**src/rtl/cpu_hatch_arbiter.sv**
```systemverilog
// Two-requester arbiter for the shared instruction-memory (hatch) read port.
// Round-robin with bounded bursts; a fixed-latency pipe routes each return to its issuer.
module cpu_hatch_arbiter #(
  parameter int LATENCY = 1,
  parameter int BURST   = 4
) (
  input  logic        clk,
  input  logic        rst_b,
  input  logic        req_0,
  input  logic [31:0] addr_0,
  output logic        gnt_0,
  output logic        rvalid_0,
  output logic [47:0] rdata_0,
  input  logic        req_1,
  input  logic [31:0] addr_1,
  output logic        gnt_1,
  output logic        rvalid_1,
  output logic [47:0] rdata_1,
  output logic        hatch_en,
  output logic [31:0] hatch_address,
  input  logic [47:0] hatch_instruction
);

  // Handshake: a requester holds req_N with addr_N stable until gnt_N is high in the
  // same cycle (the grant cycle); the read returns exactly LATENCY cycles later on
  // rvalid_N/rdata_N. There is no back-pressure on the return path.

  localparam logic [3:0] BURST_C = 4'(BURST);

  logic                last, last_nxt;
  logic [3:0]          cnt, cnt_nxt;
  logic                grant, win;
  logic                req_last, req_other;
  logic [LATENCY-1:0]  pipe_v, pipe_id;
  logic [31:0]         addr_q;
  logic [47:0]         rdata_0_q, rdata_1_q;

  assign req_last  = last ? req_1 : req_0;
  assign req_other = last ? req_0 : req_1;

  // State register: arbitration state, return pipe and held output copies.
  always_ff @(posedge clk) begin
    if (!rst_b) begin
      last      <= 1'b1;
      cnt       <= 4'd0;
      pipe_v    <= '0;
      pipe_id   <= '0;
      addr_q    <= 32'd0;
      rdata_0_q <= 48'd0;
      rdata_1_q <= 48'd0;
    end else begin
      last       <= last_nxt;
      cnt        <= cnt_nxt;
      pipe_v[0]  <= grant;
      pipe_id[0] <= win;
      for (int i = 1; i < LATENCY; i++) begin
        pipe_v[i]  <= pipe_v[i-1];
        pipe_id[i] <= pipe_id[i-1];
      end
      if (grant)    addr_q    <= hatch_address;
      if (rvalid_0) rdata_0_q <= hatch_instruction;
      if (rvalid_1) rdata_1_q <= hatch_instruction;
    end
  end

  // Next-state logic. cnt == 0 means no burst is in progress (after reset or an idle
  // cycle), so the side that did not win last gets first pick.
  always_comb begin
    grant    = 1'b0;
    win      = last;
    last_nxt = last;
    cnt_nxt  = cnt;
    if (req_last && (cnt != 4'd0) && (cnt < BURST_C)) begin
      grant   = 1'b1;
      cnt_nxt = cnt + 4'd1;
    end else if (req_other) begin
      grant    = 1'b1;
      win      = ~last;
      last_nxt = ~last;
      cnt_nxt  = 4'd1;
    end else if (req_last) begin
      grant = 1'b1;
      if (cnt < BURST_C) cnt_nxt = cnt + 4'd1;
    end else begin
      cnt_nxt = 4'd0;
    end
    if (!rst_b) grant = 1'b0;
  end

  // Outputs: grants and memory strobe, plus pass-through of returning data.
  always_comb begin
    gnt_0         = grant & ~win;
    gnt_1         = grant & win;
    hatch_en      = grant;
    hatch_address = grant ? (win ? addr_1 : addr_0) : addr_q;
    rvalid_0      = rst_b & pipe_v[LATENCY-1] & ~pipe_id[LATENCY-1];
    rvalid_1      = rst_b & pipe_v[LATENCY-1] & pipe_id[LATENCY-1];
    rdata_0       = rvalid_0 ? hatch_instruction : rdata_0_q;
    rdata_1       = rvalid_1 ? hatch_instruction : rdata_1_q;
  end

endmodule

```
**config.mk**
```make
export PLATFORM = sky130hd
export DESIGN_NAME = cpu_hatch_arbiter
export DESIGN_NICKNAME = d
export VERILOG_FILES = /design/src/rtl/cpu_hatch_arbiter.sv
export SDC_FILE = /design/constraint.sdc
export NUM_CORES = 1
export LEC_CHECK = 0
export ABC_AREA = 1
export CORE_AREA = 8 8 137 139
export CTS_BUF_LIST = sky130_fd_sc_hd__clkbuf_16
export CTS_CLUSTER_DIAMETER = 40
export CTS_CLUSTER_SIZE = 14
export DETAILED_ROUTE_END_ITERATION = 8
export DIE_AREA = 0 0 145 147
export PLACE_DENSITY_LB_ADDON = 0.08
export SLEW_MARGIN = 20
export SYNTH_ARGS = -nofsm -noshare
export SYNTH_HDL_FRONTEND = slang
export SYNTH_SLANG_ARGS = --single-unit
```
**constraint.sdc**
```tcl
create_clock -name clk -period 1.45 [get_ports clk]
set_input_delay 0.145 -clock clk [delete_from_list [all_inputs] [get_ports clk]]
set_output_delay 0.145 -clock clk [all_outputs]
set_load 0.01 [all_outputs]
```
## Yosys cells after proc, flatten, opt, wreduce, memory -nomap -nowiden

Index checks and enable logic that the tools add are counted.

- Input bits: 116
- Bits in registers: 135
- Logic and storage cells: 37
- Output and inout bits: 133

- Bitwise gates (word level): 8
- Reductions and logical operators: 3
- $lt $le $gt $ge: 1
- Muxes and demuxes: 16
- Add/sub/neg operators: 1
- Equality and inequality tests: 1

Operator list:

| cell | number |
|---|---|
| $mux W48 | 2 |
| $mux W32 | 2 |
| $mux W4 | 4 |
| $mux W1 | 8 |
| $and A1 B1 Y1 | 5 |
| $add A4 B1 Y4 const B | 1 |
| $lt A4 B3 Y1 const B | 1 |
| $ne A4 B1 Y1 const B | 1 |
| $reduce_bool A4 Y1 | 1 |
| $not A1 Y1 | 3 |
| $logic_and A1 B1 Y1 | 2 |

## Longest topological paths before layout

Gate-level depths: netlist (run 1).

- Word-level depth: 6
- Depth in mapped cells: 11
- Gate-level depth less buffers: 10

## Least setup slack after synthesis (run 1)

Ideal clock, no wire load.

- Kind: reg-to-reg
- Start: register cnt[0]
- End: register addr_q[31]
- Required time: 1.340 ns
- Cell stages (with the launch flop): 12
- Data arrival time: 1.435 ns
- Setup time: 0.110 ns
- Clock period less this slack: 1.545 ns
- Path buffers: 1
- Slack: -0.095 ns
- Cells stage by stage: dfxtp_1 -> inv_1 -> ha_1 -> nor2_1 -> nand2_2 -> nand2_4 -> nand2_4 -> buf_6 -> nand3_1 -> nand3_1 -> nand2_1 -> inv_1

- Cells in the longest elaborated chain, start to end: 6
- Elaborated cells on any way between the ends: 9
- Classes of those cells: order compare (1); mux (5); reduce/logical (3)

RTL lines:

| what | line | source |
|---|---|---|
| from (decl) | 31 | `logic [3:0] cnt, cnt_nxt;` |
| from (signal assigned) | 53 | `cnt <= cnt_nxt;` |
| parallel branches: the longest is 2 deep, another holds $lt A4 B3 Y1 | - |  |
| $logic_and A1 B1 Y1 (*) | 73 | `if (req_last && (cnt != 4'd0) && (cnt < BURST_C)) begin` |
| $mux W1, on equally long branches | - |  |
| $mux W32 or $mux W1 (tied branches) | 95, 87 |  |
| $mux W32 (*) | 95 | `hatch_address = grant ? (win ? addr_1 : addr_0) : addr_q;` |
| via hatch_address[31] | 20 | `output logic [31:0] hatch_address,` |
| to (signal assigned) | 60 | `if (grant) addr_q <= hatch_address;` |
| to (decl) | 35 | `logic [31:0] addr_q;` |

Mark *: on every way through the listed nets, which the timed path passes.
A chain may end at the register's enable or synchronous reset.

## Worst setup path in the final report (run 1)

- Start: register cnt[1]
- End: output hatch_address[25]

- Cells in the longest elaborated chain, start to end: 6
- Elaborated cells on any way between the ends: 9
- Classes of those cells: order compare (1); mux (5); reduce/logical (3)

RTL lines:

| what | line |
|---|---|
| parallel branches: the longest is 2 deep, another holds $lt A4 B3 Y1 | - |
| $logic_and A1 B1 Y1 (*) | 73 |
| $mux W1, on equally long branches | - |
| $mux W32 or $mux W1 (tied branches) | 95, 87 |
| $mux W32 (*) | 95 |
| to (decl) | 20 |

Every way passes the cells marked *.

==> results of run 1 <==
-- worst max-delay path, stage by stage (launching register included) --
cell and delay [ns]:
dfxtp_2 0.35, inv_2 0.05, ha_4 0.16, nor2_4 0.13, nand2_4 0.10, nand2_8 0.11, buf_4 0.14, buf_16 0.11
nand4_1 0.15, nand3_4 0.12, buf_6 0.11
-- sequential cells by signal, summed over array words and instances (netlist names) --
name / cells
rdata_0_q: 48
pipe_id: 1
cnt: 4
pipe_v: 1
last: 1
addr_q: 32
rdata_1_q: 48
-- per-stage QoR --
step           power, W  hold WS [ns]   util  setup slack (ns)
3_3_place_gp    0.00783         0.436  0.623            -0.877
2_1_floorplan   0.00574         0.298      -            0.0110
6_report         0.0144         0.176  0.854            -0.644
3_5_place_dp    0.00786         0.442  0.623            -0.908
4_1_cts          0.0135         0.166  0.785            -0.618
5_1_grt          0.0150         0.192  0.854            -0.729
-- area by class of cell --
| class | count | area share |
|---|---|---|
| flip-flops and latches | 135 | 0.189 |
| well taps | 225 | 0.0197 |
| inverters | 190 | 0.0541 |
| multi-input cells | 484 | 0.290 |
| clock buffers | 17 | 0.0297 |
| repair buffers | 592 | 0.404 |
| diodes | 1 | 0.000175 |
| clock inverters | 15 | 0.0129 |
-- placed cells by master (no fill, tap or decap), types with 5 or more instances in the layout --
cell | netlist | routed
buf_4 | 6 | 236
dfxtp_1 | 135 | 130
buf_6 | 6 | 116
clkdlybuf4s50_1 | 0 | 112
inv_1 | 183 | 107
or2_4 | 0 | 81
buf_2 | 20 | 72
inv_2 | 7 | 70
nand2_1 | 73 | 56
nor2_1 | 55 | 51
nand3_2 | 39 | 40
a21oi_2 | 0 | 36
o21ai_4 | 0 | 35
nand4_1 | 32 | 32
a211oi_2 | 0 | 28
nand3_4 | 0 | 23
buf_12 | 0 | 22
a211oi_1 | 48 | 20
clkbuf_16 | 0 | 20
buf_16 | 0 | 20
nand2_2 | 3 | 15
or2_2 | 96 | 15
o21ai_2 | 0 | 14
a21oi_1 | 51 | 14
inv_4 | 0 | 11
buf_8 | 0 | 7
clkinv_2 | 0 | 5
-- layer usage --
| metal | share of wire | vias to the layer above |
|---|---|---|
| li1 | - | 3857 |
| met1 | 0.39 | 3926 |
| met2 | 0.52 | 238 |
| met3 | 0.057 | 69 |
| met4 | 0.031 | 2 |
| met5 | 0.00044 | - |
-- synth_stat cells (all sizes together) --
cell	instances	area share
clkbuf	24	0.015
nor2	56	0.033
nand4	32	0.031
a22oi	1	0.0012
a21oi	51	0.039
o21a	1	0.0012
a211oi	48	0.055
or2	96	0.092
o21ai	52	0.040
nand3	65	0.080
ha	2	0.0038
inv	190	0.11
nand2	78	0.048
nor3	2	0.0033
dfxtp	135	0.41
buf	35	0.034
-- where the power goes --
group / switching (W) / internal [W] / total (W)
registers: 0.0000928 / 0.00398 / 0.00408
clock network: 0.00173 / 0.00286 / 0.00459
logic: 0.00255 / 0.00321 / 0.00576
total: 0.00438 / 0.0101 / 0.0144
-- logic make-up (layout without fill, tap and decap cells) --
| group | Yosys count | count (layout) | synth area share |
|---|---|---|---|
| other | 0 | 1 | 0 |
| buffers and inverters | 249 | 814 | 0.159 |
| adders and majority gates | 2 | 2 | 0.00383 |
| and+or+nand+nor | 329 | 329 | 0.287 |
| AOI/OAI and AO/OA | 153 | 153 | 0.136 |
| DFF | 135 | 135 | 0.414 |
-- repair_timing --
action	CTS	global route
hold buffers	0	0
endpoints found under the setup margin	182	245
pin swaps	31	29
gates resized for setup	909	234
setup buffers	138	40
cloned	22	3
-- how the worst min path moves through the flow --
stage / from / to / slack [ns]
5_1_grt: req_0 / pipe_v / 0.19
2_1_floorplan: req_1 / pipe_v / 0.30
6_report: req_0 / pipe_v / 0.18
3_3_place_gp: cnt[3] / cnt[3] / 0.44
4_1_cts: req_0 / pipe_v / 0.17
3_5_place_dp: cnt[3] / cnt[3] / 0.44
==> results.json, run 1 <==
{
  "die-height_um": 147,
  "root_buffer": "clkbuf_16",
  "grt_overflow": 0,
  "worst_ep_required_time_ns": 1.31,
  "drive_gt1_frac": 0.628,
  "endpoint": "hatch_address[25]",
  "die_area_sq_mm": 0.0213,
  "worst_pin_slew_ns": 0.752,
  "crit_type": "register to primary output",
  "use_met2": 0.435,
  "num-fill-cells": 875,
  "finalSetupViolCount": 236,
  "status": "complete, but fails checks",
  "worstPathArrival_ns": 1.95,
  "r2r-end": "rdata_1_q[34]",
  "clock_sinks": 135,
  "skew_ns": 0.00836,
  "num_vias": 8092,
  "clkLatencyLatePin_ns": 0.42,
  "min_path_cells": 3,
  "wl_per_cell_um": 17.9,
  "grt_max_degree": 58,
  "violations": "setup timing",
  "ir_drop_mv": 0.876,
  "layout_min_cycle_time_ns": 2.09,
  "grt_use_met1": 0.269,
  "cts_tree": "done",
  "io_buffers": 248,
  "hold_viol_final": 0,
  "met3_usage": 0.0723,
  "hold_class": "primary input to register",
  "start_util": 0.390,
  "powerDensity_mw_per_mm2": 1010,
  "path_clk_slew_ns": 0.06,
  "totalWireLength_um": 29700,
  "setup_tns_ns": -84.68,
  "slew_violations": 0,
  "post_dp_cell_area_sq_mm": 0.0104,
  "first_global_vias": 8233,
  "critPathMaxFanout": 5,
  "drc": 0,
  "grt_use_total": 0.242,
  "syn_area_per_cell_sq_um": 7.52,
  "grt.busiest_layer": "met2",
  "r2r-start": "pipe_v",
  "numCtsBuffers": 17,
  "crit_start": "cnt[1]",
  "grt_pass1_wl_um": 42200,
  "synth_fp_nets": 986,
  "place_inst": 1448,
  "drt_pass1_iterations": 4,
  "slew_headroom": 0.499,
  "multiInputGateArea_sq_mm": 0.00415,
  "power.static_leakage_nw": 7.09,
  "htreeDepth": 4,
  "synth_area_sq_mm": 0.00653,
  "layout.nets": 1538,
  "syn_inst": 868,
  "max_freq_ghz": 0.478,
  "grt_antenna_before_repair": 2,
  "fin_cells": 1659,
  "cts_buffer_depth": 2,
  "drt_iter0_markers": 423,
  "startpoint_type": "register",
  "vias_per_cell": 4.88,
  "die_w_um": 145,
  "ff2ff_path_depth": 14,
  "yosysSeqAreaShare": 0.414,
  "syn2layout_area_growth_pct": 119,
  "synth.distinct_cells": 28,
  "rsz0062_at_grt": "true",
  "stdcell_area_sq_mm": 0.0143,
  "antenna_left": 0,
  "cp-end-kind": "primary output",
  "dp_hpwl_um": 14200,
  "ioPinCount": 249,
  "rows": 48,
  "seq_area_sq_mm": 0.00271,
  "core_area_sq_mm": 0.0168,
  "gp_congestion": 0.749,
  "postLayoutSetupSlackWorst_ns": -0.644,
  "ys_ff_latch": 135,
  "drv_cap": 0,
  "rrSetupSlack_ns": -0.46,
  "yosysWarnings": 0,
  "fin_crit_sh": 1.44
}
Note: power is estimated with default switching activity, not from simulation.
==> inputs of run 2 (changes only) <==
Settings changed: MAX_ROUTING_LAYER set to met4.
==> run 2 against run 1 <==
Against the previous run: the run still ends with setup timing left; critical endpoint unchanged; utilization grew 0.082 points; maximum frequency grew 1.4%; routed wire length increased by 0.33%; combinational power is essentially flat; register-to-register slack about the same; die area unchanged; clock power hardly changed; final cell count up 0.24%; critical path type unchanged.
==> results.json, run 2 (synthesis results as in run 1) <==
{
  "drive_gt1_frac": 0.625,
  "antenna_left": 0,
  "core_area_sq_mm": 0.0168,
  "ioPinCount": 249,
  "power.static_leakage_nw": 7.11,
  "dp_hpwl_um": 14200,
  "vias_per_cell": 4.87,
  "grt_antenna_before_repair": 3,
  "intPower_w": 0.0101,
  "status": "complete, but fails checks",
  "grt_pass1_wl_um": 42100,
  "drt_pass1_iterations": 5,
  "slew_headroom": 0.498,
  "p_seq_frac": 0.282,
  "layout_min_cycle_time_ns": 2.07,
  "worst_pin_slew_ns": 0.752,
  "finalSetupViolCount": 234,
  "dpl_worst_slack_ns": -0.908,
  "worstPathArrival_ns": 1.92,
  "crit_start": "cnt[0]",
  "crit_buf_inv": 4,
  "violations": "setup timing",
  "postLayoutSetupSlackWorst_ns": -0.615,
  "numCtsBuffers": 17,
  "cp-end-kind": "primary output",
  "p_total_w": 0.0144,
  "syn2layout_area_growth_pct": 119,
  "rows": 48,
  "worstHoldStart": "req_0",
  "hold_viol_final": 0,
  "cpPeakStageDelay_ns": 0.34,
  "clkLatencyLatePin_ns": 0.43,
  "switching_power_w": 0.00438,
  "layout.nets": 1540,
  "hold_slack_ns": 0.175,
  "ir_drop_mv": 0.853,
  "worst_ep_required_time_ns": 1.31,
  "fin_util": 0.855,
  "cp_cell_sequence": "inv_2 > ha_4 > nor2_4 > nand2_4 > nand2_8 > buf_4 > buf_16 > nand4_1 > nand3_4 > buf_6",
  "clock_sinks": 135,
  "die_w_um": 145,
  "hold_class": "primary input to register",
  "rrSetupSlack_ns": -0.46,
  "num_vias": 8091,
  "crit_family": "simple AND/OR/NAND/NOR gates",
  "skew_ns": 0.00739,
  "slew_violations": 0,
  "mostFrequentLayoutCells": "buf_4, dfxtp_1, clkdlybuf4s50_1",
  "grt_max_degree": 58,
  "top_regs": "rdata_0_q (48), rdata_1_q (48), addr_q (32)",
  "rsz0062_at_grt": "true",
  "grt_use_total": 0.249,
  "critPathMaxFanout": 5,
  "max_freq_ghz": 0.484,
  "cts_buffer_depth": 2,
  "startpoint_type": "register",
  "crit_type": "register to primary output",
  "p_comb_frac": 0.399,
  "htreeDepth": 4,
  "first_global_vias": 8247,
  "powerDensity_mw_per_mm2": 1010,
  "drc": 0,
  "r2r-start": "pipe_v",
  "drt_iter0_markers": 471,
  "totalWireLength_um": 29800,
  "p_clk_frac": 0.318,
  "io_buffers": 248,
  "gp_congestion": 0.759,
  "die_area_sq_mm": 0.0213,
  "p_sw_frac": 0.303,
  "die-height_um": 147,
  "cts_tree": "done",
  "fin_crit_sh": 1.42,
  "root_buffer": "clkbuf_16",
  "final_common_cell": "buf_4",
  "grt_overflow": 0,
  "wl_per_cell_um": 17.9,
  "start_util": 0.390,
  "drv_cap": 0,
  "path_clk_slew_ns": 0.06,
  "cp_slowest_cell": "dfxtp_2",
  "postCtsHoldBufs": 0
}
==> run 2: metal layers <==
metal  GRT usage  routed length [um]  vias to the layer above
met1       0.276               11900                     3902
met4      0.0784                 958                        0
li1            -                   -                     3867
met5           -                   0                        -
met2       0.435               15600                      255
met3      0.0591                1390                       67
==> run 2: cell type report <==
type                    count  area, sq um
repair buffers            594         5810
clock buffers              17          425
clock inverters            15          185
fillers                   883         2420
multi-input cells         484         4150
well taps                 225          282
diodes                      3         7.51
inverters                 190          767
flip-flops and latches    135         2710
==> run 2: path summary, 6_finish.rpt <==
check | endpoint | cells after the start
worst max-delay path | hatch_address[25] | 10
worst min-delay path | pipe_v | 3
worst max register to register | rdata_0_q[34] | 14
worst min register to register | cnt[3] | 2
==> run 2: worst register-to-register path, delay by kind of cell (launching register included) <==
family          cells  cell delay, ns
buf+inv            11            1.11
flops               1            0.33
simple gates        2            0.23
compound gates      1            0.12
==> run 2: stage by stage <==
| step | std cells | TNS (ns) | area (sq um) |
|---|---|---|---|
| finish | 1663 | -82.81 | 14300 |
| global route | 1663 | -99.15 | 14300 |
| CTS | 1637 | -75.27 | 13200 |
| detailed placement | 1448 | -141.67 | 10400 |
| global placement | 1448 | -139.60 | 10400 |
| floorplan | 868 | 0 | 6590 |
==> run 2: power by group through the flow <==
stage	combinational [W]	clock, W	sequential (W)
CTS	0.00484	0.00460	0.00406
global placement	0.00372	0	0.00411
finish	0.00577	0.00460	0.00407
floorplan	0.00164	0	0.00410
detailed placement	0.00374	0	0.00412
global route	0.00611	0.00479	0.00409
==> run 2: what timing repair did <==
action / in CTS / in global routing
setup endpoints to repair: 182 / 245
resized for setup: 909 / 223
endpoints found under the hold margin: 0 / 0
pin swaps: 31 / 32
buffers inserted: 138 / 40
cloned: 22 / 4
==> inputs of run 3 (changes only) <==
Settings changed: HOLD_SLACK_MARGIN set to 0.06.
==> results of run 3 <==
No change in the layout: final DEF, timing and power equal those of run 2.
